`src/rtl/game_sequencer_pkg.sv`:
```
// Shared definitions for the game sequencer, display and ball datapath:
// state encoding, brick wall geometry and brick addressing.
package game_pkg;

    typedef enum logic [1:0] {
        ST_SERVE = 2'b00,
        ST_PLAY  = 2'b01,
        ST_OVER  = 2'b10,
        ST_WIN   = 2'b11
    } game_state_t;

    localparam int BRICK_ROWS = 2;
    localparam int BRICK_COLS = 8;

    localparam logic [2:0] BRICK_Y_LO = 3'd6;
    localparam logic [2:0] BRICK_Y_HI = 3'd7;

    // Row y=7 maps to bits [15:8], row y=6 to bits [7:0]; column is the bit offset.
    function automatic logic [3:0] brick_index(input logic [2:0] x, input logic [2:0] y);
        return {y[0], x};
    endfunction

endpackage

```
`src/rtl/game_sequencer_if.sv`:
```
// Sequencer <-> ball datapath / display signal bundle.
interface game_sequencer_if;

    logic        throw;
    logic [2:0]  ball_x;
    logic [2:0]  ball_y;
    logic        ball_miss;

    logic        ball_step;
    logic        hold_ball;
    logic        ball_reload;
    logic        bounce_down;
    logic [15:0] brick_map;
    logic [1:0]  lives;
    logic [4:0]  score;
    logic [1:0]  state;

    // Sequencer side.
    modport master (
        input  throw, ball_x, ball_y, ball_miss,
        output ball_step, hold_ball, ball_reload, bounce_down,
               brick_map, lives, score, state
    );

    // Datapath / environment side.
    modport slave (
        output throw, ball_x, ball_y, ball_miss,
        input  ball_step, hold_ball, ball_reload, bounce_down,
               brick_map, lives, score, state
    );

endinterface

```
`src/rtl/game_sequencer_step_timer.sv`:
```
// Programmable ball-step divider. Inputs describe the upcoming cycle so the
// tick can be produced straight from a register: o_tick is high in the cycle
// whose count equals div-1, giving a period of exactly div cycles.
module step_timer (
    input  logic       buttonclk,
    input  logic       reset,
    input  logic [2:0] i_div,
    input  logic       i_clear,
    input  logic       i_enable,
    output logic       o_tick
);

    logic [2:0] r_cnt_reg;
    logic [2:0] w_cnt_next;
    logic       r_tick_reg;
    logic       w_tick_next;

    // Next count wraps after a tick; '>=' keeps the wrap safe when div shrinks.
    always_comb begin
        w_cnt_next  = r_tick_reg ? 3'd0 : (r_cnt_reg + 3'd1);
        if (i_clear || !i_enable) begin
            w_cnt_next = 3'd0;
        end
        w_tick_next = i_enable && (w_cnt_next >= (i_div - 3'd1));
    end

    // Counter and registered tick.
    always_ff @(posedge buttonclk) begin
        if (reset) begin
            r_cnt_reg  <= 3'd0;
            r_tick_reg <= 1'b0;
        end else begin
            r_cnt_reg  <= w_cnt_next;
            r_tick_reg <= w_tick_next;
        end
    end

    assign o_tick = r_tick_reg;

endmodule

```
`src/rtl/game_sequencer.sv`:
```
// Breakout-style game sequencer: serve/play/over/win control, brick wall,
// lives, score and progressive ball speed-up. All outputs come from registers.
module game_sequencer
    import game_pkg::*;
#(
    parameter int LIVES         = 3,
    parameter int STEP_DIV_INIT = 3,
    parameter int STEP_DIV_MIN  = 1,
    parameter int SPEEDUP_EVERY = 4
) (
    input  logic             buttonclk,
    input  logic             reset,
    game_sequencer_if.master bus
);

    localparam logic [1:0] LIVES_INIT   = 2'(LIVES);
    localparam logic [2:0] DIV_INIT     = 3'(STEP_DIV_INIT);
    localparam logic [2:0] DIV_MIN      = 3'(STEP_DIV_MIN);
    localparam logic [4:0] SPEEDUP_LAST = 5'(SPEEDUP_EVERY - 1);

    game_state_t r_state_reg, w_state_next;
    logic [15:0] r_bricks_reg, w_bricks_next;
    logic [1:0]  r_lives_reg, w_lives_next;
    logic [4:0]  r_score_reg, w_score_next;
    logic [4:0]  r_speed_cnt_reg, w_speed_cnt_next;
    logic [2:0]  r_div_reg, w_div_next;
    logic        r_hold_reg, w_hold_next;
    logic        r_reload_reg, w_reload_next;
    logic        r_bounce_reg, w_bounce_next;
    logic        r_throw_prev_reg;
    logic        r_step_d_reg;

    logic        w_throw_edge;
    logic        w_clear;
    logic        w_hit;
    logic        w_tick;
    logic [3:0]  w_brick_idx;

    assign w_throw_edge = bus.throw && !r_throw_prev_reg;
    assign w_brick_idx  = brick_index(bus.ball_x, bus.ball_y);
    // A hit is only evaluated in the cycle right after a step, so one step yields at most one hit.
    assign w_hit = (r_state_reg == ST_PLAY) && r_step_d_reg
                && ((bus.ball_y == BRICK_Y_LO) || (bus.ball_y == BRICK_Y_HI))
                && r_bricks_reg[w_brick_idx];

    // Next-state and next-output logic for the game FSM.
    always_comb begin
        w_state_next     = r_state_reg;
        w_bricks_next    = r_bricks_reg;
        w_lives_next     = r_lives_reg;
        w_score_next     = r_score_reg;
        w_speed_cnt_next = r_speed_cnt_reg;
        w_div_next       = r_div_reg;
        w_reload_next    = 1'b0;
        w_bounce_next    = 1'b0;
        w_clear          = 1'b0;

        case (r_state_reg)
            ST_SERVE: begin
                if (w_throw_edge) begin
                    w_state_next = ST_PLAY;
                    w_clear      = 1'b1;
                end
            end
            ST_PLAY: begin
                if (w_hit) begin
                    w_bricks_next[w_brick_idx] = 1'b0;
                    w_score_next  = r_score_reg + 5'd1;
                    w_bounce_next = 1'b1;
                    if (r_speed_cnt_reg == SPEEDUP_LAST) begin
                        w_speed_cnt_next = 5'd0;
                        if (r_div_reg > DIV_MIN) begin
                            w_div_next = r_div_reg - 3'd1;
                        end
                    end else begin
                        w_speed_cnt_next = r_speed_cnt_reg + 5'd1;
                    end
                end
                // Clearing the wall wins even if the ball is lost in the same cycle.
                if (w_hit && (w_bricks_next == 16'h0000)) begin
                    w_state_next = ST_WIN;
                end else if (bus.ball_miss) begin
                    w_lives_next = r_lives_reg - 2'd1;
                    if (r_lives_reg == 2'd1) begin
                        w_state_next = ST_OVER;
                    end else begin
                        w_state_next  = ST_SERVE;
                        w_reload_next = 1'b1;
                    end
                end
            end
            default: begin
                // OVER / WIN: a throw restarts a fresh game.
                if (w_throw_edge) begin
                    w_state_next     = ST_SERVE;
                    w_bricks_next    = 16'hFFFF;
                    w_lives_next     = LIVES_INIT;
                    w_score_next     = 5'd0;
                    w_speed_cnt_next = 5'd0;
                    w_div_next       = DIV_INIT;
                    w_reload_next    = 1'b1;
                end
            end
        endcase

        w_hold_next = (w_state_next != ST_PLAY);
    end

    // State and game-data registers; reset overrides every event.
    always_ff @(posedge buttonclk) begin
        if (reset) begin
            r_state_reg      <= ST_SERVE;
            r_bricks_reg     <= 16'hFFFF;
            r_lives_reg      <= LIVES_INIT;
            r_score_reg      <= 5'd0;
            r_speed_cnt_reg  <= 5'd0;
            r_div_reg        <= DIV_INIT;
            r_hold_reg       <= 1'b1;
            r_reload_reg     <= 1'b0;
            r_bounce_reg     <= 1'b0;
            r_throw_prev_reg <= 1'b1;
            r_step_d_reg     <= 1'b0;
        end else begin
            r_state_reg      <= w_state_next;
            r_bricks_reg     <= w_bricks_next;
            r_lives_reg      <= w_lives_next;
            r_score_reg      <= w_score_next;
            r_speed_cnt_reg  <= w_speed_cnt_next;
            r_div_reg        <= w_div_next;
            r_hold_reg       <= w_hold_next;
            r_reload_reg     <= w_reload_next;
            r_bounce_reg     <= w_bounce_next;
            r_throw_prev_reg <= bus.throw;
            r_step_d_reg     <= w_tick;
        end
    end

    step_timer u_step_timer (
        .buttonclk (buttonclk),
        .reset     (reset),
        .i_div     (w_div_next),
        .i_clear   (w_clear),
        .i_enable  (w_state_next == ST_PLAY),
        .o_tick    (w_tick)
    );

    assign bus.ball_step   = w_tick;
    assign bus.hold_ball   = r_hold_reg;
    assign bus.ball_reload = r_reload_reg;
    assign bus.bounce_down = r_bounce_reg;
    assign bus.brick_map   = r_bricks_reg;
    assign bus.lives       = r_lives_reg;
    assign bus.score       = r_score_reg;
    assign bus.state       = r_state_reg;

endmodule

```
`src/flat_wrapper.sv`:
```
// flat-port wrapper written by rule: the top's interface ports become plain ports
module game_sequencer_flat import game_pkg::*;
#(
    parameter int LIVES         = 3,
    parameter int STEP_DIV_INIT = 3,
    parameter int STEP_DIV_MIN  = 1,
    parameter int SPEEDUP_EVERY = 4
)
  (buttonclk, reset, bus_throw, bus_ball_x, bus_ball_y, bus_ball_miss, bus_ball_step, bus_hold_ball, bus_ball_reload, bus_bounce_down, bus_brick_map, bus_lives, bus_score, bus_state);
  game_sequencer_if bus_i ();
  input  logic buttonclk;
  input  logic reset;
  input wire logic [$bits(bus_i.throw)-1:0] bus_throw;
  input wire logic [$bits(bus_i.ball_x)-1:0] bus_ball_x;
  input wire logic [$bits(bus_i.ball_y)-1:0] bus_ball_y;
  input wire logic [$bits(bus_i.ball_miss)-1:0] bus_ball_miss;
  output wire logic [$bits(bus_i.ball_step)-1:0] bus_ball_step;
  output wire logic [$bits(bus_i.hold_ball)-1:0] bus_hold_ball;
  output wire logic [$bits(bus_i.ball_reload)-1:0] bus_ball_reload;
  output wire logic [$bits(bus_i.bounce_down)-1:0] bus_bounce_down;
  output wire logic [$bits(bus_i.brick_map)-1:0] bus_brick_map;
  output wire logic [$bits(bus_i.lives)-1:0] bus_lives;
  output wire logic [$bits(bus_i.score)-1:0] bus_score;
  output wire logic [$bits(bus_i.state)-1:0] bus_state;
  assign bus_i.throw = bus_throw;
  assign bus_i.ball_x = bus_ball_x;
  assign bus_i.ball_y = bus_ball_y;
  assign bus_i.ball_miss = bus_ball_miss;
  assign bus_ball_step = bus_i.ball_step;
  assign bus_hold_ball = bus_i.hold_ball;
  assign bus_ball_reload = bus_i.ball_reload;
  assign bus_bounce_down = bus_i.bounce_down;
  assign bus_brick_map = bus_i.brick_map;
  assign bus_lives = bus_i.lives;
  assign bus_score = bus_i.score;
  assign bus_state = bus_i.state;
  game_sequencer #(.LIVES(LIVES), .STEP_DIV_INIT(STEP_DIV_INIT), .STEP_DIV_MIN(STEP_DIV_MIN), .SPEEDUP_EVERY(SPEEDUP_EVERY)) u_core (.buttonclk(buttonclk), .reset(reset), .bus(bus_i));
endmodule
```
`config.mk`:
```
export PLATFORM = sky130hd
export DESIGN_NAME = game_sequencer_flat
export DESIGN_NICKNAME = d
export VERILOG_FILES = /design/src/rtl/game_sequencer_pkg.sv /design/src/rtl/game_sequencer_if.sv /design/src/rtl/game_sequencer_step_timer.sv /design/src/rtl/game_sequencer.sv /design/src/flat_wrapper.sv
export SDC_FILE = /design/constraint.sdc
export NUM_CORES = 1
export LEC_CHECK = 0
export ABC_AREA = 0
export ABC_CLOCK_PERIOD_IN_PS = 4700
export CAP_MARGIN = 10
export CORE_MARGIN = 3
export CORE_UTILIZATION = 57
export DETAILED_ROUTE_END_ITERATION = 12
export GPL_TIMING_DRIVEN = 0
export PLACE_DENSITY = 0.89
export SLEW_MARGIN = 20
export SYNTH_ARGS = -nofsm -noshare
export SYNTH_HDL_FRONTEND = slang
export SYNTH_SLANG_ARGS = --single-unit
```
`constraint.sdc`:
```
create_clock -name buttonclk -period 4.7 [get_ports buttonclk]
set_input_delay 0.47 -clock buttonclk [delete_from_list [all_inputs] [get_ports buttonclk]]
set_output_delay 0.47 -clock buttonclk [all_outputs]
set_load 0.005 [all_outputs]
```
==> summary.md <==
| Metric | Value |
|---|---|
| CTS Root Cell | `clkbuf_8` |
| Detailed-route wire length | `5370 um` |
| DR vias/cell | `6.01` |
| CP arrival | `3.83 ns` |
| Tcrit/Tclk final | `0.776` |
| Initial Util | `0.603` |
| Number of synthesized register bits | `42` |
| Layout area overhead | `22.8%` |
| Die Ht | `68.9 um` |
| Setup crit start kind | `input pin` |
| Bufs on Longest Clock Path | `2` |
| Initial antenna violation count | `0` |
| WS Path Type | `in2reg` |
| Most common cell after layout, fill and taps aside | `dfxtp_1` |
| Drt initial violations | `165` |
| PwrDens | `234 mW/mm^2` |
| TritonRoute pass-1 iters | `4` |
| Die X | `68.9 um` |
| Clk sinks | `42` |
| Final Hold Viols | `0` |
| Setup ws final | `1.05 ns` |
| Cell Rows | `22` |
| Number of flip-flops in the largest register | `16` |
| Routed Antenna Nets | `0` |
| Num CTS Buffers | `5` |
| Worst slack, placed | `0.785 ns` |
| Worst slew pin tran | `0.720 ns` |
| Cell taking the most area after synthesis | `dfxtp_1` |
| Top-Level Pins | `39` |
| Peak supply drop | `0.237 mV` |
| I/O Buffers | `36` |
| GRT Util Overall | `0.249` |
| WL per Instance | `15.2 um` |
| Clock slew at reported path FFs | `0.09 ns` |
| Top cells by area, synth | `dfxtp_1 (37%), ha_1 (5.0%), mux2i_1 (4.4%)` |
| Setup bufs post-CTS | `0` |
| Tmin final | `3.65 ns` |
| HPWL Detailed | `4030 um` |
| Final setup fails | `0` |
| Clk Latency, worst-skew pair | `0.29 ns` |
| Tightest Hold Check Type | `reg2reg` |
| MaxCap Viol Count | `0` |
| Final core occ | `0.741` |
| Fin nets | `323` |
| Worst EP required | `4.89 ns` |
| Commonest cells after routing, fill and taps aside | `dfxtp_1 (42), clkdlybuf4s50_1 (36), nand2_1 (25)` |
| Worst-path maximum fanout | `10` |
| Vias in the first global route | `1929` |
| Post-synthesis net count | `280` |
| Post-synth top area share | `0.373` |
| Tot Pwr | `0.000650 W` |
| Mean Syn Cell Area | `8.65 um^2` |
| Status | `finished, final reports clean` |
| Grt ovf | `0` |
| Post-synthesis sequential area ratio | `0.373` |
| CTS resizes | `0` |
| Final Max Tran Viols | `0` |
| Final GP Congestion | `0.920` |
| CP Capture Type | `flip-flop` |
| Hold_buf cts | `0` |
| Setup TNS | `0 ns` |
| Largest net degree at the start of global routing | `14` |
| First-pass GRT wire length | `8940 um` |
| Static Leak | `1.09 nW` |
| CTS tree | `done` |
| Yosys cell types | `53` |
| DRC Markers | `0` |
| Die area | `0.00475 mm^2` |
| Clock skew | `0.0137 ns` |
| Layout cells sized above 1 | `0.0754` |
| RSZ-0062 raised after global routing | `no` |
| Synth warn | `0` |
| Async SR Flop Fraction | `0` |
| Cells after Synth | `261` |
| Antenna diode count | `0` |
| Via count | `2121` |
| Fmax | `0.274 GHz` |
| Synth Cell Area | `0.00226 mm^2` |
| Core Area | `0.00374 mm^2` |
| Top_reg_cell synth | `dfxtp_1` |
| # H-tree levels | `2` |
| Post-synth EDFFs | `0` |
| Rel. slew slack | `0.519` |
## final timing paths
| path | slack [ns] | to | startpoint | cells past startpoint |
|---|---|---|---|---|
| worst max register to register | 1.25 | u_core.u_step_timer.o_tick | u_core.bus.state[1] | 13 |
| worst min-delay path | 0.45 | u_core.u_step_timer.r_cnt_reg[0] | u_core.u_step_timer.r_cnt_reg[0] | 1 |
| worst min register to register | 0.45 | u_core.u_step_timer.r_cnt_reg[0] | u_core.u_step_timer.r_cnt_reg[0] | 1 |
| worst max-delay path | 1.05 | u_core.u_step_timer.o_tick | bus_ball_x[0] | 13 |
## worst max-delay path: stages
cell	delay, ns
clkdlybuf4s50_1	0.56
buf_2	0.25
nor2_1	0.09
a22oi_1	0.34
nand4b_2	0.32
a21oi_2	0.34
o21ai_1	0.12
mux2_2	0.31
ha_1	0.21
xor2_1	0.21
ha_1	0.27
nor2b_1	0.13
o221a_1	0.22
## stage by stage
| step | hold slack, ns | area [um^2] | std cells |
|---|---|---|---|
| CTS | 0.456 | 2770 | 353 |
| finish | 0.452 | 2770 | 353 |
| global route | 0.490 | 2770 | 353 |
| detailed placement | 0.444 | 2680 | 345 |
| global placement | 0.440 | 2680 | 345 |
| floorplan | 0.424 | 2260 | 261 |
## synth_stat cells, drive strengths merged, types with 4 or more instances
cell type	instances
dfxtp	42
nand2	25
nor2	22
nand2b	15
inv	13
o21ai	12
a21oi	11
mux2i	10
nand4	10
ha	9
nor2b	9
nor3	8
a211oi	6
buf	6
xor2	6
nand3	5
clkbuf	4
o41ai	4
or2	4
## layer usage
metal  track usage  share of wire
met5             0              0
met4        0.0414         0.0047
met3        0.0681          0.076
met2         0.382           0.44
met1         0.355           0.48
## report_power, final
part	internal, W	leakage (nW)	switching [W]	total, W
logic	0.0000201	0.703	0.0000285	0.0000486
registers	0.000358	0.340	0.00000126	0.000359
clock network	0.000118	0.0472	0.000125	0.000243
## final cells by class
class,count,area [um^2]
Clock inverter,2,12.5
Multi-Input combinational cell,196,1310
Sequential cell,42,841
Timing Repair Buffer,36,360
Fill cell,316,971
Tap cell,48,60.1
Inverter,13,48.8
Buffer,10,57.6
Clock buffer,6,82.6
## cells by family after synthesis
logic type,share of synthesized area
buffers and inverters,0.0471
adders and majority gates,0.0499
and+or+nand+nor,0.259
DFF,0.373
AOI/OAI and AO/OA,0.183
muxes,0.0610
xor gates and xnor gates,0.0272
(Power assumes the default switching activity.)
